[config.mk]
export PLATFORM = sky130hd
export DESIGN_NAME = instruction_cache
export DESIGN_NICKNAME = d
export VERILOG_FILES = /design/src/rtl/instruction_cache_pkg.sv /design/src/rtl/instruction_cache_array.sv /design/src/rtl/instruction_cache.sv
export SDC_FILE = /design/constraint.sdc
export NUM_CORES = 1
export LEC_CHECK = 0
export ABC_AREA = 1
export CAP_MARGIN = 20
export CORE_MARGIN = 2
export CORE_UTILIZATION = 30
export CTS_CLUSTER_SIZE = 40
export DETAILED_ROUTE_END_ITERATION = 10
export PLACE_DENSITY = 0.53
export SETUP_SLACK_MARGIN = 0.1
export SKIP_LAST_GASP = 1
export SLEW_MARGIN = 20
export SYNTH_ARGS = -nofsm -noshare
export SYNTH_HDL_FRONTEND = slang
export SYNTH_HIERARCHICAL = 1
export SYNTH_SLANG_ARGS = --single-unit
export TNS_END_PERCENT = 10
[constraint.sdc]
create_clock -name clk -period 13.85 [get_ports clk]
set_input_delay 2.77 -clock clk [delete_from_list [all_inputs] [get_ports clk]]
set_output_delay 2.77 -clock clk [all_outputs]
set_load 0.005 [all_outputs]
[src/rtl/instruction_cache_pkg.sv]
// Shared constants, FSM encoding and address helpers for the instruction cache.
package instruction_cache_pkg;

   localparam int WORD_SIZE       = 32;
   localparam int CACHE_LINE_SIZE = 128;
   localparam int ICACHE_LINES    = 4;

   // Miss-handling FSM encoding
   typedef enum logic [1:0] {
      ICACHE_IDLE = 2'd0,
      ICACHE_MISS = 2'd1,
      ICACHE_FILL = 2'd2
   } icache_state_t;

   // Line-aligned address of the line holding a byte address
   function automatic logic [WORD_SIZE-1:0] line_base(input logic [WORD_SIZE-1:0] addr);
      return {addr[WORD_SIZE-1:4], 4'b0000};
   endfunction

endpackage

[src/rtl/instruction_cache_array.sv]
// Valid/tag/data storage for the direct-mapped instruction cache.
// Combinational read port, one synchronous write port, synchronous clear-all.
module instruction_cache_array
   import instruction_cache_pkg::*;
#(
   parameter int NUM_LINES = ICACHE_LINES,
   parameter int TAG_W     = 26
) (
   input  logic                       clk,
   input  logic                       srst,
   input  logic                       clear,
   input  logic [$clog2(NUM_LINES)-1:0] rd_index,
   output logic                       rd_valid,
   output logic [TAG_W-1:0]           rd_tag,
   output logic [CACHE_LINE_SIZE-1:0] rd_line,
   input  logic                       wr_en,
   input  logic [$clog2(NUM_LINES)-1:0] wr_index,
   input  logic [TAG_W-1:0]           wr_tag,
   input  logic [CACHE_LINE_SIZE-1:0] wr_line
);

   localparam int IDX_W = $clog2(NUM_LINES);

   logic [NUM_LINES-1:0]       valid_reg;
   logic [NUM_LINES-1:0]       wr_sel;
   logic [TAG_W-1:0]           tag_mem  [NUM_LINES];
   logic [CACHE_LINE_SIZE-1:0] data_mem [NUM_LINES];

   // One-hot decode of the write index
   genvar gi;
   generate
      for (gi = 0; gi < NUM_LINES; gi++) begin : g_wr_sel
         assign wr_sel[gi] = wr_en && (wr_index == IDX_W'(gi));
      end
   endgenerate

   // Valid bits: clear-all has priority over a same-edge fill
   always_ff @(posedge clk) begin
      if (srst || clear) begin
         valid_reg <= '0;
      end else begin
         valid_reg <= valid_reg | wr_sel;
      end
   end

   // Tag and data storage; contents are only meaningful behind a valid bit
   always_ff @(posedge clk) begin
      if (wr_en) begin
         tag_mem[wr_index]  <= wr_tag;
         data_mem[wr_index] <= wr_line;
      end
   end

   assign rd_valid = valid_reg[rd_index];
   assign rd_tag   = tag_mem[rd_index];
   assign rd_line  = data_mem[rd_index];

endmodule

[src/rtl/instruction_cache.sv]
// Direct-mapped read-only instruction cache: same-cycle hits, blocking line
// fill from instruction memory on a miss, then the lookup is replayed.
module instruction_cache
   import instruction_cache_pkg::*;
#(
   parameter int NUM_LINES  = ICACHE_LINES,
   parameter int LINE_WORDS = 4
) (
   input  logic                       clk,
   input  logic                       rst,
   input  logic [WORD_SIZE-1:0]       PC,
   input  logic                       Req,
   input  logic                       Invalidate,
   output logic [WORD_SIZE-1:0]       Instr,
   output logic                       Valid,
   output logic                       Stall,
   output logic                       MemRead,
   output logic [WORD_SIZE-1:0]       MemAddr,
   input  logic                       MemReady,
   input  logic [CACHE_LINE_SIZE-1:0] MemLine
);

   localparam int OFF_W   = $clog2(LINE_WORDS);
   localparam int IDX_W   = $clog2(NUM_LINES);
   localparam int IDX_LSB = 2 + OFF_W;
   localparam int TAG_W   = WORD_SIZE - IDX_LSB - IDX_W;

   icache_state_t        state_reg, state_next;
   logic                 mem_read_reg, mem_read_next;
   logic [WORD_SIZE-1:0] mem_addr_reg, mem_addr_next;

   logic [OFF_W-1:0]           lookup_offset;
   logic [IDX_W-1:0]           lookup_index;
   logic [TAG_W-1:0]           lookup_tag;
   logic                       rd_valid;
   logic [TAG_W-1:0]           rd_tag;
   logic [CACHE_LINE_SIZE-1:0] rd_line;
   logic [WORD_SIZE-1:0]       line_words [LINE_WORDS];
   logic                       hit;
   logic                       stall_int;
   logic                       fill_en;
   logic                       unused_bits;

   assign lookup_offset = PC[2 +: OFF_W];
   assign lookup_index  = PC[IDX_LSB +: IDX_W];
   assign lookup_tag    = PC[WORD_SIZE-1 -: TAG_W];

   // Fill write happens on the edge where memory reports the line ready
   assign fill_en = (state_reg == ICACHE_MISS) && MemReady && !rst;

   instruction_cache_array #(
      .NUM_LINES (NUM_LINES),
      .TAG_W     (TAG_W)
   ) u_array (
      .clk      (clk),
      .srst     (rst),
      .clear    (Invalidate),
      .rd_index (lookup_index),
      .rd_valid (rd_valid),
      .rd_tag   (rd_tag),
      .rd_line  (rd_line),
      .wr_en    (fill_en),
      .wr_index (mem_addr_reg[IDX_LSB +: IDX_W]),
      .wr_tag   (mem_addr_reg[WORD_SIZE-1 -: TAG_W]),
      .wr_line  (MemLine)
   );

   // Split the line into words for the offset mux
   genvar gi;
   generate
      for (gi = 0; gi < LINE_WORDS; gi++) begin : g_words
         assign line_words[gi] = rd_line[gi*WORD_SIZE +: WORD_SIZE];
      end
   endgenerate

   // Hits are only served from IDLE so a fill never races a lookup
   assign hit   = (state_reg == ICACHE_IDLE) && Req && rd_valid &&
                  (rd_tag == lookup_tag) && !rst;
   assign Instr = line_words[lookup_offset];
   assign Valid = hit;
   assign Stall = stall_int;

   // Byte-offset bits and the zero low bits of the miss address carry no information
   assign unused_bits = ^{PC[1:0], mem_addr_reg[IDX_LSB-1:0]};

   // Next-state, memory request and stall decode
   always_comb begin
      state_next    = state_reg;
      mem_read_next = mem_read_reg;
      mem_addr_next = mem_addr_reg;
      stall_int     = 1'b0;
      case (state_reg)
         ICACHE_IDLE: begin
            if (Req && !hit) begin
               stall_int     = 1'b1;
               state_next    = ICACHE_MISS;
               mem_read_next = 1'b1;
               mem_addr_next = line_base(PC);
            end
         end
         ICACHE_MISS: begin
            stall_int = 1'b1;
            if (MemReady) begin
               state_next    = ICACHE_FILL;
               mem_read_next = 1'b0;
            end
         end
         ICACHE_FILL: begin
            // Read stays low here, giving memory a full idle cycle between requests
            stall_int  = 1'b1;
            state_next = ICACHE_IDLE;
         end
         default: begin
            state_next    = ICACHE_IDLE;
            mem_read_next = 1'b0;
         end
      endcase
      if (rst) begin
         stall_int = 1'b0;
      end
   end

   // FSM and registered memory interface
   always_ff @(posedge clk) begin
      if (rst) begin
         state_reg    <= ICACHE_IDLE;
         mem_read_reg <= 1'b0;
         mem_addr_reg <= '0;
      end else begin
         state_reg    <= state_next;
         mem_read_reg <= mem_read_next;
         mem_addr_reg <= mem_addr_next;
      end
   end

   assign MemRead = mem_read_reg;
   assign MemAddr = mem_addr_reg;

endmodule
Word level (Yosys, flattened, before mapping)
Memories as Yosys holds them, arrays and structs flattened.
Cells that the tools add are included.
Widths: inputs -> output; s select.
- order comparisons: 2
- eq/ne operators: 8
- multiplexer cells: 16
- bitwise logic cells: 3
- reduce and logical (&&, ||, !) cells: 20
- operators with widths (operator ; count):
    $bmux 32 s2 ; 1
    $mux 32 ; 2
    $eq 26x26->1 ; 1
    $logic_and 1x1->1 ; 11
    $mux 1 ; 7
    $eq 2x2->1 const B ; 3
    $eq 2x1->1 const B ; 2
    $logic_not 2->1 ; 2
    $mux 2 ; 2
    $or 4x4->4 ; 1
    $pmux 2 s2 ; 1
    $reduce_and 2->1 ; 2
    $ge 3x3->1 const B ; 1
    $lt 2x3->1 const B ; 1
    $not 2->3 ; 1
    $pmux 1 s3 ; 1
    $reduce_and 3->1 ; 1
    $bmux 1 s2 ; 1
    $logic_not 1->1 ; 2
    $ne 2x1->1 const B ; 1
    $ne 2x2->1 const B ; 1
    $pmux 1 s2 ; 1
    $reduce_or 2->1 ; 1
    $logic_or 1x1->1 ; 1
    $not 1->1 ; 1
- register bits: 35
- RAM bits: 616
- input bits: 165
- output and inout bits: 67
- logic and storage cells: 55
- memories: 2
- memories (memory ; depth ; width ; rd ports ; clocked after memory_dff ; write ports ; RTL line ; RTL):
    u_array.data_mem ; 4 ; 128 ; 1 ; 0 ; 1 ; instruction_cache_array.sv:27 ; logic [CACHE_LINE_SIZE-1:0] data_mem [NUM_LINES];
    u_array.tag_mem ; 4 ; 26 ; 1 ; 0 ; 1 ; instruction_cache_array.sv:26 ; logic [TAG_W-1:0] tag_mem [NUM_LINES];

Logic depth before layout (Yosys ltp)
- word-level depth: 10
- gate-level depth with buffers: 21
- depth with buffers taken out: 17

Cells and area by module
Netlist, hierarchy kept.
- by module, submodules not included (module ; times used ; cells each ; area an instance (um^2) ; seq. area each (um^2)):
    instruction_cache_array ; 1 ; 2446 ; 26197.6 ; 18577.8
    instruction_cache ; 1 ; 439 ; 2608.8 ; 620.6

Least setup slack after synthesis
Ideal clock, no wire load.
- path type: input-to-output
- start: input port PC[4]
- end: output port Stall
- arrival: 4.418 ns
- required time: 11.080 ns
- setup slack: 6.662 ns
- stages: 19
- path buffers: 5
- path through: buf_6 inv_4 buf_6 buf_6 nand2_1 nand3_1 nand2_1 xnor2_1 nand2_1 nor2_1 nand2_1 nor2_1 nand2_1 nand2_2 nor2_2 buf_6 buf_8 o21ai_1 nor2_1
- elaborated cells on any way between the ends: 12
- classes of those cells: eq/ne (1); mux (5); reduce/logical (5); memory (1)
- RTL lines (what ; RTL line ; RTL):
    start: declaration ; instruction_cache.sv:11 ; input logic [WORD_SIZE-1:0] PC,
    $mem_v2 4x26 ; - ;
    named net rd_tag[20] ; instruction_cache.sv:36 ; logic [TAG_W-1:0] rd_tag;
    $eq 26x26->1 ; instruction_cache.sv:78 ; (rd_tag == lookup_tag) && !rst;
    $logic_and 1x1->1 ; instruction_cache.sv:77 ; assign hit = (state_reg == ICACHE_IDLE) && Req && rd_valid &&
    $logic_and 1x1->1 ; instruction_cache.sv:78 ;
    $logic_not 1->1 ; instruction_cache.sv:94 ; if (Req && !hit) begin
    $logic_and 1x1->1 ; instruction_cache.sv:94 ;
    $mux 1 ; instruction_cache.sv:94 ;
    $pmux 1 s2 ; instruction_cache.sv:92 ; case (state_reg)
    $mux 1 ; instruction_cache.sv:118 ; if (rst) begin
    end: declaration ; instruction_cache.sv:16 ; output logic Stall,
The timed path passes the listed nets, and every way through them passes these cells. The select of a mux whose other input is x is not followed.

Final worst setup path
- start: input port PC[5]
- end: output port Instr[3]
- cells in the longest elaborated chain, start to end: 4
- ends and longest elaborated chain (what ; RTL line ; RTL):
    $mem_v2 4x128 ; - ;
    named net rd_line[67] ; instruction_cache.sv:37 ; logic [CACHE_LINE_SIZE-1:0] rd_line;
    $bmux 32 s2 ; instruction_cache.sv:79 ; assign Instr = line_words[lookup_offset];
    $mux 32 (implied by the code) (2 in a row) ; instruction_cache.sv:79 ;
    end: declaration ; instruction_cache.sv:14 ; output logic [WORD_SIZE-1:0] Instr,
The timed path passes the listed nets, and every way through them passes these cells. The select of a mux whose other input is x is not followed.

==> results.toml <==
[logic_synthesis]
ys.flop_type = "edfxtp_1"
async_flop_share_pct = 0
synthXorXnorAreaFrac_pct = 0.608
synth.avg_cell_area_sq_um = 9.98
syn_area_sq_um = 28800
syn_inst = 2885
ys_ff_latch = 651
synth_mux_area_share_pct = 0
yosysWarningCount = 6
synth_top_family_by_area = "simple AND/OR/NAND/NOR gates"
yosys.area_share.adder_pct = 0.261
synth.distinct_cells = 35
yosys.area_share.simple_pct = 18.3
synth-edff-count = 616
synth-compound-area-share_pct = 2.48
ys_seq_area_share_pct = 66.6

[timing]
setup_viol = 0
final_hold_viol_count = 0
final.setup.tns_ns = 0
slew_viol_final = 0
min_period_ns = 9.20
worstMarginPinSlew_ns = 1.17
rsz0062_at_grt = "false"
fin_crit_sh_pct = 66.4
max_freq_ghz = 0.109
clock_skew_ns = 0.0258
maxSlewHeadroom_pct = 22.1
layout_setup_ws_ns = 4.65

[power]
power.density_nw_per_um2 = 137
leakagePower_nw = 14.8
ir_drop_uv = 68.5
power_mw = 4.69

[detailed_routing]
routedWlPerCell_um = 17.7
ant_nets = 0
first_iter_violations = 1184
drtPass1Iterations = 5
routed_via_density = 4.26
drc = 0
vias = 18700
totalWireLength_um = 77700

[layout]
largest_reg_flops = 512
drive_gt1_share_pct = 4.51
final_common_cell = "nand2_1"
fillerInstances = 9338
seqCellArea_sq_um = 19200
num-nets-final = 3244
multi_input_comb_area_sq_um = 6240
regMostFlops = "u_array/data_mem"
areaGrowthSynthToFinish_pct = 19.2
final_cell_mix = "nand2_1, inv_1, edfxtp_1"

[placed_design]
io_buffers = 225
gp_congestion = 0.779
post-dp-hpwl_um = 45800
place_ws_ns = 4.59

[clocking]
clock_path_buffers = 3
clock-sinks = 651
clkTransAtPathRegs_ns = 0.06
cts_setup_buffers = 0
htreeDepth = 3
insertion_delay_ns = 0.61
cts_resized = 0
numCtsBuffers = 71
root_buffer = "clkbuf_16"
postCtsHoldBufs = 0
cts_tree = "done"

[hold_path]
hold_depth = 2
min_from = "MemRead$_SDFFE_PP0P_"
min_path_type = "flip-flop to flip-flop"
hold_end = "MemRead$_SDFFE_PP0P_"

[worst_setup_path]
crit_type = "input pin to primary output"
worstPathRequired_ns = 11.08
worst_setup_path_end_kind = "primary output"
cp-start-kind = "input pin"
crit_arrival_ns = 6.43
reg2reg_slack_ns = 9.70
worst-r2r-cell-count = 8
cp_max_fo = 57
r2r_start = "state_reg[1]$_SDFFE_PP0P_"
reg2reg_to = "u_array/data_mem[3][50]$_DFFE_PP_"

[run]
cap_violations = 0

[die]
num_io_pins = 232
die_w_um = 314
initial_core_util_pct = 30.3
core_sq_um = 95000
die_h_um = 314
die_area_sq_um = 98500
num_rows = 113

[run_status]
outcome = "completed"

[grt]
antenna_found_initial = 25
grt_pass1_vias = 17800
grt_use_total_pct = 15.6
grt_first_pass_wirelength_um = 114000
grt_overflow = 0
grt_max_degree = 194
routing by layer:
metal	up-vias	share of wire, %	track usage [%]
met5	-	0.21	0
met3	140	5.7	3.60
met2	373	49	26.8
met4	24	3.1	6.12
li1	9447	-	-
met1	8749	42	19.0
worst max-delay path, cell delays in order:
cell and delay, ns:
buf_6 0.21, inv_6 0.50, buf_4 0.73, buf_4 0.76, nand3_1 0.18, nand2_1 0.09
o21ai_0 0.09, o22ai_1 0.34, clkdlybuf4s50_1 0.57
cell type report:
cell class | instances | share of cell area, %
diodes | 7 | 0.0510
clock buffers | 89 | 5.59
clock inverters | 36 | 1.30
inverters | 656 | 7.27
multi-input cells | 1447 | 18.2
flip-flops and latches | 651 | 55.9
well taps | 1265 | 4.61
repair buffers | 246 | 7.10
through the flow:
stage                     utilization (%)  hold slack (ns)  instance area (sq um)  std cells
after floorplan                         -            0.433                  28800       2888
after global placement               33.6            0.437                  32000       4265
after detailed placement             33.6            0.438                  32000       4265
after CTS                            36.1            0.447                  34300       4390
after global routing                 36.1            0.483                  34300       4395
final                                36.1            0.447                  34300       4397
how the worst max path moves through the flow:
stage           from         to  slack (ns)
6_report       PC[5]   Instr[3]        4.65
5_1_grt        PC[5]   Instr[3]        4.50
4_1_cts        PC[5]   Instr[3]        4.58
3_5_place_dp   PC[5]   Instr[8]        4.59
3_3_place_gp   PC[5]  Instr[19]        4.59
2_1_floorplan  PC[4]      Stall        6.66
where the power goes:
group          total (mW)  switching (mW)  internal [mW]
clock network        1.92           0.782           1.14
registers            2.30          0.0468           2.25
logic               0.465           0.287          0.179
total                4.69            1.12           3.57
kinds of logic after synthesis:
logic type | Yosys count
compound gates | 133
fa+ha+maj | 6
buf+inv | 790
flops | 651
simple gates | 1284
other cells | 1
xor+xnor | 20
cells in the mapped netlist (3+ instances only):
| master | instances | area share (%) |
|---|---|---|
| clkbuf_1 | 28 | 0.36 |
| inv_1 | 652 | 8.5 |
| nand2_1 | 818 | 11 |
| xor2_1 | 5 | 0.15 |
| edfxtp_1 | 616 | 64 |
| buf_2 | 48 | 0.83 |
| xnor2_1 | 15 | 0.46 |
| o22ai_1 | 32 | 0.69 |
| nor2_1 | 135 | 1.8 |
| nand4_1 | 3 | 0.065 |
| buf_6 | 34 | 1.3 |
| o21ai_0 | 83 | 1.4 |
| buf_4 | 20 | 0.52 |
| ha_1 | 6 | 0.26 |
| a21oi_1 | 7 | 0.12 |
| o21ai_1 | 8 | 0.14 |
| dfxtp_1 | 35 | 2.4 |
| nand3_1 | 317 | 5.5 |
Power figures use the tool's default switching activity.
